[config.mk]
export PLATFORM = sky130hd
export DESIGN_NAME = sdm_mod_param_flat
export DESIGN_NICKNAME = d
export VERILOG_FILES = /design/src/rtl/sdm_mod_param_if.sv /design/src/rtl/sdm_mod_param.sv /design/src/flat_wrapper.sv
export SDC_FILE = /design/constraint.sdc
export NUM_CORES = 1
export LEC_CHECK = 0
export BUFFER_PORTS_ARGS = -buffer_cell sky130_fd_sc_hd__buf_2
export CAP_MARGIN = 20
export CORE_MARGIN = 8
export CORE_UTILIZATION = 57
export DETAILED_ROUTE_END_ITERATION = 6
export GPL_TIMING_DRIVEN = 0
export HOLD_SLACK_MARGIN = 0.02
export PLACE_DENSITY = 0.84
export RECOVER_POWER = 100
export SLEW_MARGIN = 5
export SYNTH_ARGS = -nofsm -noshare
export SYNTH_HDL_FRONTEND = slang
export SYNTH_SLANG_ARGS = --single-unit
export TNS_END_PERCENT = 100
[constraint.sdc]
create_clock -name CLOCK -period 11.4 [get_ports CLOCK]
set_clock_uncertainty 0.15 [all_clocks]
set_input_delay 1.71 -clock CLOCK [delete_from_list [all_inputs] [get_ports CLOCK]]
set_output_delay 1.71 -clock CLOCK [all_outputs]
set_load 0.05 [all_outputs]
[src/rtl/sdm_mod_param_if.sv]
// Sample handshake between the upstream sample source and the modulator.
// The master drives a signed sample with a valid strobe; the slave answers with ready.
interface sdm_mod_param_if #(
    parameter int DATA_W = 16
);
    logic signed [DATA_W-1:0] DATAWORD_IN;
    logic                     IN_VALID;
    logic                     IN_READY;

    modport master (output DATAWORD_IN, output IN_VALID, input IN_READY);
    modport slave  (input DATAWORD_IN, input IN_VALID, output IN_READY);
endinterface

[src/rtl/sdm_mod_param.sv]
// Single-bit sigma-delta modulator, first or second order selected when leaving IDLE.
// Integrators carry GUARD extra bits and saturate; one sample is requested per OSR ticks.
module sdm_mod_param #(
    parameter int DATA_W = 16,
    parameter int OSR    = 64,
    parameter int GUARD  = 3
) (
    input  logic           CLOCK,
    input  logic           RESET,
    sdm_mod_param_if.slave i_smp,
    input  logic           ENABLE,
    input  logic           ORDER_SEL,
    input  logic           CLEAR_FLAGS,
    output logic           DATA_OUT,
    output logic           BIT_VALID,
    output logic           UNDERRUN,
    output logic           SAT_FLAG
);
    // state  | meaning
    // S_IDLE | waiting for enable and a first sample; integrators at 0
    // S_RUN  | one modulator tick per cycle, new sample requested every OSR ticks
    typedef enum logic {S_IDLE, S_RUN} state_t;

    localparam int ACC_W = DATA_W + GUARD;
    localparam int SUM_W = ACC_W + 2;
    localparam int CNT_W = $clog2(OSR);
    localparam logic [CNT_W-1:0] CNT_LAST = CNT_W'(OSR - 1);
    localparam logic signed [SUM_W-1:0] FB_POS  = {{(SUM_W-DATA_W){1'b0}}, 1'b1, {(DATA_W-1){1'b0}}};
    localparam logic signed [SUM_W-1:0] ACC_MAX = {{(SUM_W-ACC_W+1){1'b0}}, {(ACC_W-1){1'b1}}};
    localparam logic signed [SUM_W-1:0] ACC_MIN = {{(SUM_W-ACC_W+1){1'b1}}, {(ACC_W-1){1'b0}}};

    function automatic logic signed [ACC_W-1:0] f_clamp(input logic signed [SUM_W-1:0] v);
        if (v > ACC_MAX)      return ACC_MAX[ACC_W-1:0];
        else if (v < ACC_MIN) return ACC_MIN[ACC_W-1:0];
        else                  return v[ACC_W-1:0];
    endfunction

    function automatic logic f_clamps(input logic signed [SUM_W-1:0] v);
        return (v > ACC_MAX) || (v < ACC_MIN);
    endfunction

    state_t                   r_state, w_state_nxt;
    logic [CNT_W-1:0]         r_cnt, w_cnt_nxt;
    logic signed [DATA_W-1:0] r_sample, w_sample_nxt;
    logic                     r_order, w_order_nxt;
    logic signed [ACC_W-1:0]  r_i1, w_i1_nxt;
    logic signed [ACC_W-1:0]  r_i2, w_i2_nxt;
    logic                     r_data_out, w_data_out_nxt;
    logic                     r_bit_valid, w_bit_valid_nxt;
    logic                     r_underrun, w_underrun_set;
    logic                     r_sat, w_sat_set;
    logic                     w_in_ready;

    logic signed [SUM_W-1:0]  w_x_ext, w_fb, w_sum1, w_sum2;
    logic signed [ACC_W-1:0]  w_i1n, w_i2n;

    // Sums are formed two bits wider than the integrators so the clamp sees the true value.
    assign w_x_ext = {{(SUM_W-DATA_W){r_sample[DATA_W-1]}}, r_sample};
    assign w_fb    = r_data_out ? FB_POS : -FB_POS;
    assign w_sum1  = {{2{r_i1[ACC_W-1]}}, r_i1} + w_x_ext - w_fb;
    assign w_i1n   = f_clamp(w_sum1);
    assign w_sum2  = {{2{r_i2[ACC_W-1]}}, r_i2} + {{2{w_i1n[ACC_W-1]}}, w_i1n} - w_fb;
    assign w_i2n   = f_clamp(w_sum2);

    always_comb begin
        w_state_nxt     = r_state;
        w_cnt_nxt       = r_cnt;
        w_sample_nxt    = r_sample;
        w_order_nxt     = r_order;
        w_i1_nxt        = r_i1;
        w_i2_nxt        = r_i2;
        w_data_out_nxt  = r_data_out;
        w_bit_valid_nxt = r_bit_valid;
        w_underrun_set  = 1'b0;
        w_sat_set       = 1'b0;
        w_in_ready      = 1'b0;
        case (r_state)
            S_IDLE: begin
                w_in_ready      = ENABLE;
                w_bit_valid_nxt = 1'b0;
                if (i_smp.IN_VALID && ENABLE) begin
                    w_sample_nxt = i_smp.DATAWORD_IN;
                    w_order_nxt  = ORDER_SEL;
                    w_cnt_nxt    = '0;
                    w_state_nxt  = S_RUN;
                end
            end
            S_RUN: begin
                if (!ENABLE) begin
                    w_state_nxt     = S_IDLE;
                    w_cnt_nxt       = '0;
                    w_i1_nxt        = '0;
                    w_i2_nxt        = '0;
                    w_data_out_nxt  = 1'b0;
                    w_bit_valid_nxt = 1'b0;
                end else begin
                    w_in_ready      = (r_cnt == CNT_LAST);
                    w_bit_valid_nxt = 1'b1;
                    w_i1_nxt        = w_i1n;
                    if (r_order) begin
                        w_i2_nxt       = w_i2n;
                        w_data_out_nxt = ~w_i2n[ACC_W-1];
                        w_sat_set      = f_clamps(w_sum1) || f_clamps(w_sum2);
                    end else begin
                        w_i2_nxt       = '0;
                        w_data_out_nxt = ~w_i1n[ACC_W-1];
                        w_sat_set      = f_clamps(w_sum1);
                    end
                    if (w_in_ready) begin
                        w_cnt_nxt = '0;
                        if (i_smp.IN_VALID) w_sample_nxt = i_smp.DATAWORD_IN;
                        else                w_underrun_set = 1'b1;
                    end else begin
                        w_cnt_nxt = r_cnt + 1'b1;
                    end
                end
            end
        endcase
    end

    always_ff @(posedge CLOCK or negedge RESET) begin
        if (!RESET) begin
            r_state     <= S_IDLE;
            r_cnt       <= '0;
            r_sample    <= '0;
            r_order     <= 1'b0;
            r_i1        <= '0;
            r_i2        <= '0;
            r_data_out  <= 1'b0;
            r_bit_valid <= 1'b0;
            r_underrun  <= 1'b0;
            r_sat       <= 1'b0;
        end else begin
            r_state     <= w_state_nxt;
            r_cnt       <= w_cnt_nxt;
            r_sample    <= w_sample_nxt;
            r_order     <= w_order_nxt;
            r_i1        <= w_i1_nxt;
            r_i2        <= w_i2_nxt;
            r_data_out  <= w_data_out_nxt;
            r_bit_valid <= w_bit_valid_nxt;
            // A new event outranks a simultaneous clear.
            r_underrun  <= (r_underrun && !CLEAR_FLAGS) || w_underrun_set;
            r_sat       <= (r_sat && !CLEAR_FLAGS) || w_sat_set;
        end
    end

    assign i_smp.IN_READY = w_in_ready;
    assign DATA_OUT       = r_data_out;
    assign BIT_VALID      = r_bit_valid;
    assign UNDERRUN       = r_underrun;
    assign SAT_FLAG       = r_sat;
endmodule

[src/flat_wrapper.sv]
// flat-port wrapper written by rule: the top's interface ports become plain ports
module sdm_mod_param_flat 
#(
    parameter int DATA_W = 16,
    parameter int OSR    = 64,
    parameter int GUARD  = 3
)
  (CLOCK, RESET, ENABLE, ORDER_SEL, CLEAR_FLAGS, DATA_OUT, BIT_VALID, UNDERRUN, SAT_FLAG, i_smp_DATAWORD_IN, i_smp_IN_VALID, i_smp_IN_READY);
  sdm_mod_param_if #(.DATA_W(DATA_W)) i_smp_i ();
  input  logic CLOCK;
  input  logic RESET;
  input  logic ENABLE;
  input  logic ORDER_SEL;
  input  logic CLEAR_FLAGS;
  output logic DATA_OUT;
  output logic BIT_VALID;
  output logic UNDERRUN;
  output logic SAT_FLAG;
  input wire logic [$bits(i_smp_i.DATAWORD_IN)-1:0] i_smp_DATAWORD_IN;
  input wire logic [$bits(i_smp_i.IN_VALID)-1:0] i_smp_IN_VALID;
  output wire logic [$bits(i_smp_i.IN_READY)-1:0] i_smp_IN_READY;
  assign i_smp_i.DATAWORD_IN = i_smp_DATAWORD_IN;
  assign i_smp_i.IN_VALID = i_smp_IN_VALID;
  assign i_smp_IN_READY = i_smp_i.IN_READY;
  sdm_mod_param #(.DATA_W(DATA_W), .OSR(OSR), .GUARD(GUARD)) u_core (.CLOCK(CLOCK), .RESET(RESET), .i_smp(i_smp_i), .ENABLE(ENABLE), .ORDER_SEL(ORDER_SEL), .CLEAR_FLAGS(CLEAR_FLAGS), .DATA_OUT(DATA_OUT), .BIT_VALID(BIT_VALID), .UNDERRUN(UNDERRUN), .SAT_FLAG(SAT_FLAG));
endmodule
==> out/qor.txt <==
worst path arrival time - 10,380 ps
slowest cell on the critical path - o21ai_0
number of antenna violations at the first check in global routing - 0
fin crit share - 90.7%
CP most frequent cell - o21ai_0
Synth Net Count - 666
vias in the first global route - 4,547
crit path max fanout - 10
TritonCTS clock tree - yes
Std-Cell Rows - 35
CP delay by family, top - compound AO/OA/AOI/OAI gates
Port-buffer cells - 26
setup violators final - 0
Yosys warnings - 0
CP required - 11,440 ps
Buffers & Inverters on Critical Path - 4
ant diodes - 0
Final min period - 10,340 ps
H-tree level count - 3
final hold vios - 0
routed via count - 4,637
# clock sinks - 66
DP HPWL - 9.96 mm
fin nets - 703
CTS Buffer Depth - 2
Cells after DPL - 724
Most used DFF post-synth - dfrtp_1
Area Growth Syn to Fin - 8.25%
post-synthesis register bit count - 66
capturing element type of the critical path - flop
async set or reset register ratio after synthesis - 100%
final slew viol count - 67
Post-CTS Setup Bufs - 0
register area share after synthesis - 31.0%
failing checks - capacitance limit, slew limit
vias per cell - 6.27
relative slew slack - -142%
DRT Pass-1 Iters - 5
Max Cap Viol - 1
Max stage delay on crit path - 570 ps
Post-Layout Cell Count - 740
starting density of the core - 58.1%
DR iter-0 viols - 347
Worst-Margin Slew - 3630 ps
share of post-route cells with drive strength above 1 - 12.1%
WL per Instance - 17.9 microns
worst setup path class - flop to flop
largest net degree at the start of global routing - 67
Chip Height - 113 microns
Fmax achieved - 96.7 MHz
status - complete, but fails checks
die area - 12,700 sq um
Post-synth EDFFs - 0
root buf cell - clkbuf_8
Die X - 113 microns
first-pass GRT wire length - 21.9 mm
placer congestion estimate - 0.967
GRT Total Usage - 21.1%
Cells after Synth - 587
DRC - 0
clk_lat worst skew - 350 ps
remaining antenna violation count - 0
grt ovf - 0
syn avg cell area - 9.06 sq um
RSZ-0062 raised after global routing - no
routed wire length - 13.2 mm
pre-CTS setup slack - 1490 ps
Critical Path Source Type - flop
worst hold slack - 359 ps
# IOs - 27
CTS resizes - 0
final worst slack - 1060 ps
clock slew at reported path FFs - 90 ps
core box area - 9150 sq um
hold crit path type - flop to flop
setup TNS - 0 ps
Post-Syn Area - 5320 sq um
Distinct cells, synth - 66
CTS hold repair buffers - 0
CTS buffer count - 9
-- layer usage --
layer	vias up	track usage (%)	wire, microns
met5	-	0	0
met4	0	7.73	265
met3	22	3.49	852
met2	171	34.6	6310
met1	2222	27.2	5810
li1	2222	-	-
-- registers in the layout (all words and copies together) (netlist names) --
signal	cells
u_core.BIT_VALID	1
u_core.DATA_OUT	1
u_core.SAT_FLAG	1
u_core.UNDERRUN	1
u_core.r_cnt	6
u_core.r_i1	19
u_core.r_i2	19
u_core.r_order	1
u_core.r_sample	16
u_core.r_state	1
-- area by class of cell --
class	instances	area [sq um]
repair buffers	26	120
well taps	111	139
inverters	63	236
flip-flops and latches	66	1650
multi-input cells	431	3260
clock buffers	9	124
fillers	761	3390
plain buffers	27	130
clock inverters	7	103
-- logic make-up after synthesis --
family / synth area share (%)
AO/OA/AOI/OAI: 22.9
AND/OR/NAND/NOR: 14.1
buffers and inverters: 7.31
flip-flops: 31.0
adder cells (fa/ha/maj): 14.0
XOR/XNOR: 6.26
multiplexers: 4.37
-- cell usage in the layout (no fill, tap or decap), drive strengths merged, types with 3 or more instances in the layout --
| cell | count |
|---|---|
| o21ai | 49 |
| a211oi | 3 |
| nor4 | 6 |
| a21oi | 28 |
| or2 | 4 |
| nor4b | 3 |
| dfrtp | 66 |
| nor3 | 9 |
| a21o | 14 |
| xor2 | 16 |
| a21boi | 5 |
| clkbuf | 31 |
| inv | 64 |
| o2111ai | 3 |
| and2 | 5 |
| o211ai | 5 |
| nor2b | 5 |
| nand2 | 32 |
| o221ai | 37 |
| mux2 | 18 |
| clkinv | 3 |
| xnor2 | 22 |
| buf | 31 |
| nand4 | 6 |
| nand2b | 11 |
| and3 | 9 |
| nor2 | 24 |
| mux2i | 3 |
| ha | 53 |
| a31oi | 9 |
| fa | 4 |
| nand3 | 13 |
| o21a | 6 |
-- path summary, 6_finish.rpt --
kind                                         to            start  cells past startpoint  slack [ps]
worst max register to register   u_core.r_i2[9]   u_core.r_i1[0]                     39        1060
min in group asynchronous       u_core.r_i2[18]            RESET                      1        2440
worst min-delay path            u_core.r_cnt[3]  u_core.r_cnt[3]                      1         360
max in group asynchronous        u_core.r_i2[9]            RESET                      1        6600
worst min register to register  u_core.r_cnt[3]  u_core.r_cnt[3]                      1         360
worst max-delay path             u_core.r_i2[9]   u_core.r_i1[0]                     39        1060
-- cell usage after synthesis, types with 3 or more instances --
master	instances	share of area [%]
nand3_1	13	1.2
o211ai_1	5	0.71
nand2b_1	9	1.1
a21boi_0	5	0.71
a31oi_1	9	1.1
xor2_1	16	2.6
inv_1	63	4.4
and2_1	5	0.59
nand2_1	32	2.3
nor4_1	6	0.71
buf_6	3	0.63
clkbuf_1	10	0.71
ha_1	53	12
or2_2	4	0.47
a21oi_1	28	2.6
dfrtp_1	66	31
nand4_1	6	0.71
nor4b_1	3	0.49
nor2b_1	5	0.59
and3_1	9	1.1
o21a_1	6	0.85
o21ai_0	46	4.3
a21o_1	14	2.0
xnor2_1	22	3.6
mux2_2	18	3.8
buf_2	11	1.0
nor3_1	8	0.75
o2111ai_1	3	0.49
nor2_1	24	1.7
fa_1	4	1.5
mux2i_1	3	0.56
o221ai_1	37	6.1
-- metrics by stage --
stage          area (sq um)  utilization [%]
2_1_floorplan          5320                -
3_3_place_gp           5590             61.1
3_5_place_dp           5590             61.1
4_1_cts                5820             63.6
5_1_grt                5760             62.9
6_report               5760             62.9
Power is left out: the tool's default activity adds up to more than one toggle a clock period on the data nets, which glitch-free logic cannot reach.
